==> src/rtl/hazard_ctrl.sv <==
// Hazard and bypass controller for the 5-stage pipeline: tracks in-flight writers,
// registers EX/DM bypass selects, and drives all stage stall/flush controls.

module hazard_byp_port #(
   parameter int AW = 4
) (
   input  logic          re,
   input  logic [AW-1:0] rd_addr,
   input  logic          ex_v,
   input  logic [AW-1:0] ex_addr,
   input  logic          dm_v,
   input  logic [AW-1:0] dm_addr,
   output logic          hit_ex,
   output logic          hit_dm
);
   logic nz;

   assign nz     = (rd_addr != '0);
   assign hit_ex = re & nz & ex_v & (rd_addr == ex_addr);
   // The newer producer wins, so the older select is masked off.
   assign hit_dm = re & nz & dm_v & (rd_addr == dm_addr) & ~hit_ex;
endmodule

module hazard_ctrl #(
   parameter int AW    = 4,
   parameter int CNT_W = 16
) (
   input  logic             clk,
   input  logic             rst_n,
   input  logic             id_valid,
   input  logic             re0,
   input  logic             re1,
   input  logic [AW-1:0]    p0_addr,
   input  logic [AW-1:0]    p1_addr,
   input  logic [AW-1:0]    dst_addr,
   input  logic             we_ID,
   input  logic             ld_ID,
   input  logic             flow_change_EX,
   input  logic             ext_stall,
   output logic             byp0_EX,
   output logic             byp1_EX,
   output logic             byp0_DM,
   output logic             byp1_DM,
   output logic             stall_IF_ID,
   output logic             stall_ID_EX,
   output logic             stall_EX_DM,
   output logic             stall_DM_WB,
   output logic             flush_IF_ID,
   output logic             flush_ID_EX,
   output logic [CNT_W-1:0] ld_use_cnt
);
   localparam int NUM_PORTS = 2;

   typedef struct packed {
      logic          v;
      logic [AW-1:0] addr;
      logic          ld;
   } id_ex_t;

   typedef struct packed {
      logic          v;
      logic [AW-1:0] addr;
   } ex_dm_t;

   // DM_WB needs no entry: the register file is write-through.
   id_ex_t id_ex_q, id_ex_d;
   ex_dm_t ex_dm_q, ex_dm_d;

   logic [NUM_PORTS-1:0]         byp_ex_q, byp_ex_d;
   logic [NUM_PORTS-1:0]         byp_dm_q, byp_dm_d;
   logic [CNT_W-1:0]             cnt_q, cnt_d;

   logic [NUM_PORTS-1:0]         re;
   logic [NUM_PORTS-1:0][AW-1:0] rd_addr;
   logic [NUM_PORTS-1:0]         hit_ex, hit_dm;

   logic hazard, ld_use, flush_id_ex;

   assign re[0]      = re0;
   assign re[1]      = re1;
   assign rd_addr[0] = p0_addr;
   assign rd_addr[1] = p1_addr;

   for (genvar g = 0; g < NUM_PORTS; g++) begin : g_port
      hazard_byp_port #(.AW(AW)) u_port (
         .re      (re[g]),
         .rd_addr (rd_addr[g]),
         .ex_v    (id_ex_q.v),
         .ex_addr (id_ex_q.addr),
         .dm_v    (ex_dm_q.v),
         .dm_addr (ex_dm_q.addr),
         .hit_ex  (hit_ex[g]),
         .hit_dm  (hit_dm[g])
      );
   end

   // A hit on the ID_EX entry already folds in v and the R0 exclusion.
   assign hazard      = id_valid & id_ex_q.ld & (|hit_ex);
   assign ld_use      = hazard & ~flow_change_EX & ~ext_stall;
   assign flush_id_ex = (hazard | flow_change_EX) & ~ext_stall;

   always_comb begin
      id_ex_d  = id_ex_q;
      ex_dm_d  = ex_dm_q;
      byp_ex_d = byp_ex_q;
      byp_dm_d = byp_dm_q;
      cnt_d    = cnt_q;
      if (!ext_stall) begin
         ex_dm_d = '{v: id_ex_q.v, addr: id_ex_q.addr};
         if (flush_id_ex) begin
            id_ex_d  = '0;
            byp_ex_d = '0;
            byp_dm_d = '0;
         end else begin
            id_ex_d  = '{v: id_valid & we_ID, addr: dst_addr, ld: ld_ID};
            byp_ex_d = hit_ex;
            byp_dm_d = hit_dm;
         end
         if (ld_use && (cnt_q != '1)) cnt_d = cnt_q + 1'b1;
      end
   end

   always_ff @(posedge clk or negedge rst_n) begin
      if (!rst_n) begin
         id_ex_q  <= '0;
         ex_dm_q  <= '0;
         byp_ex_q <= '0;
         byp_dm_q <= '0;
         cnt_q    <= '0;
      end else begin
         id_ex_q  <= id_ex_d;
         ex_dm_q  <= ex_dm_d;
         byp_ex_q <= byp_ex_d;
         byp_dm_q <= byp_dm_d;
         cnt_q    <= cnt_d;
      end
   end

   // Controls are gated by rst_n so nothing moves while reset is held.
   assign stall_IF_ID = rst_n & (ext_stall | (hazard & ~flow_change_EX));
   assign stall_ID_EX = rst_n & ext_stall;
   assign stall_EX_DM = rst_n & ext_stall;
   assign stall_DM_WB = rst_n & ext_stall;
   assign flush_IF_ID = rst_n & flow_change_EX & ~ext_stall;
   assign flush_ID_EX = rst_n & flush_id_ex;

   assign byp0_EX    = byp_ex_q[0];
   assign byp1_EX    = byp_ex_q[1];
   assign byp0_DM    = byp_dm_q[0];
   assign byp1_DM    = byp_dm_q[1];
   assign ld_use_cnt = cnt_q;
endmodule
==> config.mk <==
export PLATFORM = sky130hd
export DESIGN_NAME = hazard_ctrl
export DESIGN_NICKNAME = d
export VERILOG_FILES = /design/src/rtl/hazard_ctrl.sv
export SDC_FILE = /design/constraint.sdc
export NUM_CORES = 1
export LEC_CHECK = 0
export ABC_AREA = 1
export CAP_MARGIN = 20
export CORE_MARGIN = 2
export CORE_UTILIZATION = 40
export DETAILED_ROUTE_END_ITERATION = 16
export GPL_ROUTABILITY_DRIVEN = 0
export PLACE_DENSITY = 0.67
export SLEW_MARGIN = 20
export SYNTH_ARGS = -nofsm -noshare
export SYNTH_HDL_FRONTEND = slang
export SYNTH_SLANG_ARGS = --single-unit
export TNS_END_PERCENT = 5
==> constraint.sdc <==
create_clock -name clk -period 1.8 [get_ports clk]
set_input_delay 0.36 -clock clk [delete_from_list [all_inputs] [get_ports clk]]
set_output_delay 0.36 -clock clk [all_outputs]
set_load 0.02 [all_outputs]
# ---- Word level (Yosys, flattened, before mapping)
# Index checks and enable logic that the tools add are counted.
dict set report totals {
  regBits 31
  latch_bits 0
  ramBits 0
  rom_bits 0
  input_bits 21
  out_inout_bits 26
  wordCells 51
  mem_count 0
}
dict set report classes {
  add_sub_neg 1
  mul 0
  div_mod_pow 0
  magnitude_cmp 0
  n_eq_ne 5
  shifts 0
  n_mux 3
  bitwise_logic 29
  reduce_logical 5
}
# operator n
set op_table {}
lappend op_table {{$and 1x1->1} 23}
lappend op_table {{$add 16x1->16 const B} 1}
lappend op_table {{$eq 4x4->1} 4}
lappend op_table {{$ne 16x16->1 const B} 1}
lappend op_table {{$reduce_bool 4->1} 2}
lappend op_table {{$mux 6} 1}
lappend op_table {{$mux 2} 2}
lappend op_table {{$not 1->1} 4}
lappend op_table {{$or 1x1->1} 2}
lappend op_table {{$reduce_and 2->1} 1}
lappend op_table {{$reduce_or 2->1} 1}
lappend op_table {{$logic_and 1x1->1} 1}

# ---- Longest topological paths before layout
dict set report logic_depth {
  ltp_word 10
  mapped_depth 12
  ltp_nobuf 11
}

# ---- Cells and area by module
# A second synthesis with hierarchy kept.
dict set report unflattened {
  cells_unflattened 321
  hier_area_um2 2127.0
}
# mod n_inst cells_each area_each_um2 seq_area_each_um2
set by_module_without_submodules {}
lappend by_module_without_submodules {hazard_ctrl 1 227 1694.1 775.7}
lappend by_module_without_submodules {hazard_byp_port 2 47 216.5 0.0}

# ---- Worst setup path after synthesis
# OpenSTA, ideal clock, no wires.
dict set report synth_path {
  kind {register to output}
  start {reg id_ex_q[3] in the netlist's numbering}
  end {out flush_ID_EX}
  arrival_time_ps 1476
  required_time_ps 1440
  setup_slack_ps -36
  path_stages_with_launch 13
  path_buffers 1
  path_cell_list {dfrtp_1 inv_1 nand2_1 nand2_1 nand2_1 nor2_2 nand2_2 nand2_4 nand2_1 nand2_1 buf_4 nand2_1 nor2_1}
}
dict set report synth_between {
  elab_chain_len 7
  elab_cells_between_ends 9
  classes_between {2 x eq/ne; 6 x bitwise; 1 x reduce/logical}
}
# element line_no
set synth_rtl {}
lappend synth_rtl {{from (decl)} 66} ;# id_ex_t id_ex_q, id_ex_d;
lappend synth_rtl {{from (signal assigned)} 131} ;# id_ex_q <= id_ex_d;
lappend synth_rtl {{$eq 4x4->1} 19} ;# assign hit_ex = re & nz & ex_v & (rd_addr == ex_addr);
lappend synth_rtl {{$and 1x1->1} 19}
lappend synth_rtl {{$reduce_or 2->1 (*)} 98} ;# assign hazard = id_valid & id_ex_q.ld & (|hit_ex);
lappend synth_rtl {{$and 1x1->1 (*)} 98}
lappend synth_rtl {{$or 1x1->1 (*)} 100} ;# assign flush_id_ex = (hazard | flow_change_EX) & ~ext_stall;
lappend synth_rtl {{$and 1x1->1 (*)} 100}
lappend synth_rtl {{$and 1x1->1 (*)} 145} ;# assign flush_ID_EX = rst_n & flush_id_ex;
lappend synth_rtl {{to (decl)} 49} ;# output logic flush_ID_EX,
# Every way passes the cells marked *; elsewhere a longest branch is shown, timed or not.

# ---- Worst setup path after layout
dict set report layout_path {
  start {reg id_ex_q[4] in the netlist's numbering}
  end {out flush_ID_EX}
}
# Same word-level chain as after synthesis.

==> flow_summary.yaml <==
status:
  status: "finished with violations"
  violations: "negative setup slack"
setup_path:
  slowest_stage: "dfrtp_1"
  crit_path_max_incr_delay_ns: 0.42
  cp_common_cell: "nand2_1"
  worstPathRequired_ns: 1.44
  critPathTopFamily: "simple AND/OR/NAND/NOR gates"
  crit_buf_inv: 2
  worstSetupStartpointType: "flip-flop"
  r2r_start: "id_ex_q[4]"
  reg2reg_setup_slack_ns: 0.18
  crit_chain: "inv_2, a21oi_2, nand2_1, nor2_2, nand2_2, nand2_4, nand2_1, nand2_1, nand2_1, nor2_2, buf_6"
  rr_worst_depth: 10
  path_class: "reg2out"
  r2r-end: "ld_use_cnt[4]"
  crit_arrival_ns: 1.66
  crit_fanout: 4
  cp-end-kind: "output port"
clocking:
  cts_inserted_buffers: 5
  clockBufferDepth: 2
  root_buffer: "clkbuf_8"
  hold_buffers: 0
  htreeDepth: 2
  worstSkewPairLatency_ns: 0.28
  cts_sinks: 31
  clk_pin_slew_worst_paths_ns: 0.07
  cts_tree: "yes"
synth:
  synth_top_area_share_pct: 39.9
  yosys-top-cells-area: "dfrtp_1 (40%), nand2_1 (19%), xnor2_1 (6.3%), nor2_1 (4.2%), inv_1 (3.9%)"
  syn-cell-area_sq_mm: 0.00194
  synth.yosys.seq_area_share_pct: 39.9
  synthTopCellsByCount: "nand2_1 (96), dfrtp_1 (31), nor2_1 (22)"
  synth_edf_count: 0
  synthCells: 260
  synth.most_common_cell: "nand2_1"
  synth_nets: 282
  async_flop_share_pct: 100
  avgSynthCellArea_sq_um: 7.48
  synth_seq_cells: 31
  synthFlopType: "dfrtp_1"
  ys_types: 31
  yosysWarnings: 0
  synth_top_cell_by_area: "dfrtp_1"
grt:
  first_global_vias: 1805
  grt_max_degree: 22
  grt_use_total_pct: 20.4
  antenna_found_initial: 0
  grt_pass1_wl_mm: 8.36
  grt_overflow: 0
sta:
  max_freq_mhz: 496
  fin_crit_ns: 2.02
  finClkSkew_ns: 0.00845
  rsz0062_at_grt: "yes"
  hold_ws_ns: 0.245
  worstMarginPinSlew_ns: 0.281
  fin_ws_ns: -0.217
  period_share_pct: 112
  final-setup-viol-count: 2
  finalHoldViolCount: 0
  drv_slew: 0
  max_slew_margin_pct: 81.2
routing:
  wire_per_inst_um: 12.7
  initialDrtViolationCount: 99
  ant_nets: 0
  vias: 1880
  drt-total-wl_mm: 4.92
  drt-pass1-iter-count: 4
  drc: 0
  viasPerCell: 4.86
layout:
  nets: 355
  multi_input_area_sq_mm: 0.00104
  area_growth_pct: 40.2
  diodes: 0
  seq_area_sq_um: 776
  nFillCells: 447
  drive_gt1_share_pct: 18.9
die:
  core_area_sq_mm: 0.00469
  die_width_um: 73.7
  row_count: 25
  fp.dieH_um: 73.7
  die_area_sq_mm: 0.00543
  start_util_pct: 41.4
  io_pins: 47
pwr:
  power.density_mw_per_mm2: 573
  peakVddDrop_uv: 328
  p_total_mw: 1.56
  leakagePower_nw: 1.41
run:
  max-cap-violations: 0
placed_design:
  io_buffer_count: 46
  dp_hpwl_mm: 3.77
worst_hold_path:
  hold_path_class: "in2async"
==> how the worst max path moves through the flow <==
stage / cells after the start / endpoint / startpoint
6_report: 11 / flush_ID_EX / id_ex_q[4]
2_1_floorplan: 9 / stall_IF_ID / id_ex_q[3]
4_1_cts: 11 / flush_ID_EX / id_ex_q[4]
3_3_place_gp: 10 / stall_IF_ID / p0_addr[0]
5_1_grt: 11 / flush_ID_EX / id_ex_q[4]
3_5_place_dp: 10 / stall_IF_ID / p0_addr[2]
==> where the power goes <==
group / switching, mW / internal, mW
clock network: 0.251 / 0.299
registers: 0.0269 / 0.721
logic: 0.136 / 0.129
total: 0.413 / 1.15
==> what timing repair did <==
| action | 4_1_cts | 5_1_grt |
|---|---|---|
| pin swaps | 1 | 1 |
| endpoints found under the setup margin | 22 | 15 |
| setup buffers | 2 | 0 |
| gates cloned | 0 | 0 |
| resized for setup | 33 | 7 |
==> routing by layer <==
metal / up-vias / global-route usage [%] / share of wire [%]
met5: - / 0 / 0
met4: 0 / 8.08 / 2.1
met3: 7 / 3.98 / 3.7
met2: 41 / 33.2 / 48
met1: 874 / 26.4 / 46
li1: 958 / - / -
==> placed cells by master, fill, tap and decap left out, drive strengths merged, types with 3 or more instances in the layout <==
| master | count |
|---|---|
| dlymetal6s2s | 3 |
| xor2 | 6 |
| nor2 | 27 |
| clkdlybuf4s50 | 27 |
| xnor2 | 14 |
| o21ai | 11 |
| nand3 | 13 |
| dfrtp | 31 |
| nand4 | 5 |
| buf | 31 |
| a21oi | 9 |
| clkbuf | 6 |
| mux2i | 5 |
| dlygate4sd2 | 13 |
| nor3 | 3 |
| inv | 23 |
| nand2 | 101 |
==> sequential cells by signal, summed over array words and instances (netlist names) <==
signal / cells
byp_ex_q: 2
ld_use_cnt: 16
id_ex_q: 6
ex_dm_q: 5
byp_dm_q: 2
==> through the flow <==
stage / cells / utilization, % / setup TNS (ns) / instance area, sq um / setup WS, ns
final: 387 / 58.1 / -0.382 / 2730 / -0.217
after global routing: 387 / 58.1 / -0.711 / 2730 / -0.400
after CTS: 387 / 57.9 / -0.428 / 2720 / -0.233
after global placement: 378 / 56.1 / -10.88 / 2630 / -0.915
after floorplan: 260 / - / -0.00616 / 1950 / -0.00616
after detailed placement: 378 / 56.1 / -10.59 / 2630 / -0.902
==> cell families (layout without fill, tap and decap cells) <==
logic type               count (synthesis)  count (layout)  synth area share [%]
AO/OA/AOI/OAI                           23              23                  6.24
XOR/XNOR                                20              20                  9.01
buffers and inverters                   31             104                  7.14
adder cells (fa/ha/maj)                  1               1                 0.643
AND/OR/NAND/NOR                        149             149                  34.5
multiplexers                             5               5                  2.57
flip-flops                              31              31                  39.9
==> worst register-to-register path: stages (launching register included) <==
cell and delay [ns]:
dfrtp_1 0.42, inv_2 0.08, a21oi_2 0.11, nand2_1 0.08, nor2_2 0.11, nand2_2 0.09, nand2_4 0.09, buf_4 0.12
nand4_4 0.21, nand2_1 0.14, nand2_1 0.06
==> cell type report <==
cell class | instances | share of cell area [%]
clock buffers | 6 | 3.03
multi-input cells | 198 | 38.2
repair buffers | 74 | 24.5
clock inverters | 1 | 0.184
well taps | 54 | 2.48
inverters | 23 | 3.17
flip-flops and latches | 31 | 28.5
(Power assumes the default switching activity.)
